File: src/rtl/floatb_inv.sv
`default_nettype none
// ============================================================================
// Module   : floatb_inv
// Brief    : Iterative FLOATB inverse: 11-bit float sample -> 16-bit linear.
// Revision : 1.0
// ============================================================================
module floatb_inv (
  input  logic        clk,
  input  logic        reset,
  input  logic        in_valid,
  output logic        in_ready,
  input  logic        srs,
  input  logic [3:0]  srexp,
  input  logic [5:0]  srmant,
  output logic        out_valid,
  input  logic        out_ready,
  output logic [15:0] sr,
  input  logic        scan_in0,
  input  logic        scan_in1,
  input  logic        scan_in2,
  input  logic        scan_in3,
  input  logic        scan_in4,
  input  logic        scan_enable,
  input  logic        test_mode,
  output logic        scan_out0,
  output logic        scan_out1,
  output logic        scan_out2,
  output logic        scan_out3,
  output logic        scan_out4
);

  localparam logic [1:0] c_st_idle  = 2'd0;
  localparam logic [1:0] c_st_shift = 2'd1;
  localparam logic [1:0] c_st_done  = 2'd2;

  logic [1:0]  r_state;
  logic [1:0]  w_state_nxt;
  logic [20:0] r_acc;
  logic [3:0]  r_cnt;
  logic        r_sgn;
  logic [15:0] r_sr;
  logic [14:0] w_mag;
  logic [15:0] w_result;

  // DFT pins are stitched at scan insertion; functionally they are inert.
  logic w_unused_dft;
  assign w_unused_dft = ^{scan_in0, scan_in1, scan_in2, scan_in3, scan_in4,
                          scan_enable, test_mode};
  assign scan_out0 = 1'b0;
  assign scan_out1 = 1'b0;
  assign scan_out2 = 1'b0;
  assign scan_out3 = 1'b0;
  assign scan_out4 = 1'b0;

  // State register
  always_ff @(posedge clk) begin
    if (!reset) r_state <= c_st_idle;
    else        r_state <= w_state_nxt;
  end

  // Next-state logic
  always_comb begin
    w_state_nxt = r_state;
    case (r_state)
      c_st_idle:  if (in_valid)     w_state_nxt = c_st_shift;
      c_st_shift: if (r_cnt == 4'd0) w_state_nxt = c_st_done;
      c_st_done:  if (out_ready)    w_state_nxt = c_st_idle;
      default:                      w_state_nxt = c_st_idle;
    endcase
  end

  // Handshake outputs are pure decodes of the registered state
  always_comb begin
    in_ready  = 1'b0;
    out_valid = 1'b0;
    case (r_state)
      c_st_idle: in_ready  = 1'b1;
      c_st_done: out_valid = 1'b1;
      default: begin
        in_ready  = 1'b0;
        out_valid = 1'b0;
      end
    endcase
  end

  // Dropping the 6 fractional mantissa bits truncates toward zero in magnitude.
  assign w_mag    = r_acc[20:6];
  assign w_result = r_sgn ? (16'd0 - {1'b0, w_mag}) : {1'b0, w_mag};

  always_ff @(posedge clk) begin
    if (!reset) begin
      r_acc <= '0;
      r_cnt <= '0;
      r_sgn <= 1'b0;
      r_sr  <= '0;
    end else begin
      case (r_state)
        c_st_idle: begin
          if (in_valid) begin
            r_acc <= {15'd0, srmant};
            r_cnt <= srexp;
            r_sgn <= srs;
          end
        end
        c_st_shift: begin
          if (r_cnt != 4'd0) begin
            r_acc <= {r_acc[19:0], 1'b0};
            r_cnt <= r_cnt - 4'd1;
          end else begin
            r_sr <= w_result;
          end
        end
        default: ;
      endcase
    end
  end

  assign sr = r_sr;

endmodule
`default_nettype wire
File: config.mk
export PLATFORM = sky130hd
export DESIGN_NAME = floatb_inv
export DESIGN_NICKNAME = d
export VERILOG_FILES = /design/src/rtl/floatb_inv.sv
export SDC_FILE = /design/constraint.sdc
export NUM_CORES = 1
export LEC_CHECK = 0
export ABC_AREA = 1
export BUFFER_PORTS_ARGS = -buffer_cell sky130_fd_sc_hd__buf_2
export CAP_MARGIN = 20
export CORE_ASPECT_RATIO = 2
export CORE_UTILIZATION = 35
export DETAILED_ROUTE_END_ITERATION = 8
export MAX_ROUTING_LAYER = met4
export PLACE_DENSITY_LB_ADDON = 0.1
export SLEW_MARGIN = 20
export SYNTH_ARGS = -nofsm -noshare
export SYNTH_HDL_FRONTEND = slang
export SYNTH_SLANG_ARGS = --single-unit
File: constraint.sdc
create_clock -name clk -period 2.6 [get_ports clk]
set_clock_uncertainty 0.1 [all_clocks]
set_input_delay 0.13 -clock clk [delete_from_list [all_inputs] [get_ports clk]]
set_output_delay 0.13 -clock clk [all_outputs]
set_load 0.01 [all_outputs]
==> results by group <==
Run status
  – Outcome: finished clean

Power and ir drop
  – Peak supply drop: 0.464 mV
  – Int Pwr: 1.53 mW
  – Sw frac: 0.337
  – Combinational fraction of design power: 0.291
  – Clock power share: 0.336
  – Net Switching: a little under 800 uW
  – Flop pwr share: 0.373
  – PD cells: 863 mW/mm^2
  – Lkg Pwr: roughly 1.2 nW

Floorplan
  – Std-Cell Rows: 40
  – Die area: around 0.0067 mm^2
  – Die Wd: 58.5 um
  – Initial Utilization: 0.368
  – Io pins: 45
  – Die Span Y: 115 um
  – Core footprint: 0.00606 mm^2

Final layout
  – Final cell count without fillers: approximately 430
  – Final net count: 370
  – Share of cells above drive strength 1: 0.182
  – # diodes: 0
  – Finished Core Util: 0.441
  – Most frequent cells in the layout: nand2_1 (57), dfxtp_1 (44), inv_1 (39)
  – Layout area overhead: 19.8%
  – Most common cell after layout, fill and taps aside: nand2_1

Detailed routing
  – DRC: 0
  – Initial drt markers: 34
  – Detail Route Antenna Nets: 0
  – Via count: between 2000 and 2500
  – 1st-pass router iterations: 4
  – Wire per inst: 12.5 um
  – Vias per inst: 4.68
  – Final Routed Wirelength: 5380 um

STA
  – RSZ-0062 raised after global routing: false
  – Slew margin rel.: 0.584
  – Final hold violation count: 0
  – Max Freq: roughly 530 MHz
  – Finish-stage setup viols: 0
  – Post-route minimum period: 1.89 ns
  – Final setup TNS: 0 ns
  – Slew Viols, Final: 0
  – Worst-Margin Slew: between 0.6 and 0.7 ns
  – Final Cycle Share: 0.727

Worst setup path
  – Critical R2R Capture: r_acc[19]
  – Max stage delay cell, worst path: a21oi_4
  – Crit path cell chain: inv_1, ha_1, nand3_1, a21oi_4, buf_4, a21oi_1, a211oi_1
  – Worst Setup End Kind: flip-flop
  – Worst path arrival time: 1.99 ns
  – FF-to-FF path depth: 7
  – Crit Path Class: flip-flop to flip-flop
  – Crit path max fanout: 15
  – R2R Setup Slk: 0.71 ns
  – CP peak stage delay: 0.41 ns
  – CP Launch Type: flip-flop
  – Worst Setup SP: r_cnt[0]
  – Reg2reg start: r_cnt[0]
  – CP Data Required Time: 2.70 ns

Global route
  – Met2 Use GR: 0.344
  – M3 GR Usage: 0.0304
  – Largest net degree at the start of global routing: 33
  – Met1 Usage GRT: 0.177
  – Vias in the first global route: 1858
  – Grt ovf: 0
  – First-pass GRT wire length: 8910 um
  – GRT Resource Usage Total: 0.185
  – Global routing's busiest layer: met2
  – Initial antenna violation count: 0

Place
  – DP Wirelength: 3810 um
  – Routability cong.: ~0.80
  – IO buf count: 32
  – Inst Count DP: 417

Worst hold path
  – Min-Delay Path Depth: 3
  – Hold path start: srmant[2]
  – Hold EP: r_acc[2]
  – Hold crit path type: primary input to flip-flop

Logic synthesis
  – EDFF count, synth: 0
  – Synth Warn #: 0
  – Post-Synthesis Cells: 311
  – Syn Area/Cell: 7.17 um^2
  – Mapped cell area: 0.00223 mm^2
  – Sequential share of the synthesized area: 0.395
  – Synth unique cells: 28
  – Synth Flop Type: dfxtp_1
  – Synth async-reset ratio: 0
  – #FFs+latches synth: 44

Clock network
  – Clock tree root buffer cell: clkbuf_16
  – CTS tree: done
  – CTS clock-pin slew for the worst setup and hold paths: 0.06 ns
  – CTS Buffer Depth: 2
  – H-tree depth: 2
  – CTS Sinks: 44
  – Clock latency on the worst-skew pair: about 0.29 ns
  – CTS Buf Count: 5

Flow run
  – Max_cap viols: 0
==> flip-flops by register name, indices dropped and copies added (netlist names) <==
signal   flops
sr          16
r_state      2
r_sgn        1
r_cnt        4
r_acc       21
==> logic make-up (layout without fill, tap and decap cells) <==
| logic type | count (synthesis) | after routing | synth area share |
|---|---|---|---|
| buffers and inverters | 64 | 96 | 0.132 |
| flip-flops | 44 | 44 | 0.395 |
| AO/OA/AOI/OAI | 78 | 78 | 0.231 |
| XOR/XNOR | 1 | 1 | 0.00393 |
| other | 1 | 5 | 0.00168 |
| adder cells (fa/ha/maj) | 2 | 2 | 0.0112 |
| AND/OR/NAND/NOR | 121 | 121 | 0.225 |
==> worst max path at each step <==
| stage | depth (start not counted) | slack, ns | to |
|---|---|---|---|
| global placement | 7 | 0.72 | r_acc[19] |
| finish | 7 | 0.71 | r_acc[19] |
| global route | 7 | 0.51 | r_acc[19] |
| CTS | 7 | 0.70 | r_acc[19] |
| detailed placement | 7 | 0.71 | r_acc[19] |
| floorplan | 8 | 1.04 | r_cnt[3] |
==> Yosys cell counts (3+ instances only) <==
master     n  area [um^2]
buf_4      5         37.5
a21oi_1   26          130
nand4_1    4         25.0
clkbuf_1   5         18.8
inv_2      3         11.3
o21ai_1    8         40.0
a211oi_2  10          125
nor2_1    32          120
buf_6      4         45.0
o21ai_0   15         75.1
dfxtp_1   44          881
nand2_1   57          214
nand3_1   26          130
inv_1     39          146
buf_2      5         25.0
a211oi_1   6         45.0
a31oi_1    7         43.8
==> cell type report <==
class | instances | area [um^2]
clock buffers | 7 | 153
flip-flops and latches | 44 | 881
well taps | 84 | 105
repair buffers | 45 | 273
fillers | 646 | 3380
multi-input cells | 207 | 1070
inverters | 43 | 161
clock inverters | 1 | 30.0
==> power groups by stage <==
stage	Combinational, mW	Sequential, mW	Clock [mW]
5_1_grt	0.774	0.874	0.822
2_1_floorplan	0.518	0.868	0
3_3_place_gp	0.673	0.873	0
3_5_place_dp	0.676	0.875	0
4_1_cts	0.685	0.860	0.800
6_report	0.671	0.859	0.775
==> metrics by stage <==
stage | hold slack, ns | power (mW) | instance area [um^2] | worst slack (ns)
3_5_place_dp | 0.290 | 1.55 | 2430 | 0.706
6_report | 0.00907 | 2.31 | 2670 | 0.710
5_1_grt | 0.0227 | 2.47 | 2670 | 0.507
4_1_cts | 0.00101 | 2.35 | 2670 | 0.699
3_3_place_gp | 0.298 | 1.55 | 2430 | 0.715
2_1_floorplan | 0.177 | 1.39 | 2250 | 1.04
==> layer usage <==
layer	share of wire	routed length, um
met4	0.022	116
met5	0	0
met2	0.57	3070
met1	0.39	2090
met3	0.019	103
==> critical path: cells and delay by family (launching register included) <==
family	cells	cell delay, ns
DFF	1	0.30
AOI/OAI and AO/OA	3	0.64
adders and majority gates	1	0.20
buffers and inverters	2	0.40
and+or+nand+nor	1	0.16
==> repair_timing <==
| action | in CTS | in global routing |
|---|---|---|
| hold buffers | 6 | 0 |
| endpoints found under the hold margin | 6 | 0 |
| resized for setup | 0 | 0 |
| setup buffers | 0 | 0 |
No activity file was read; power rests on OpenSTA's default activity.
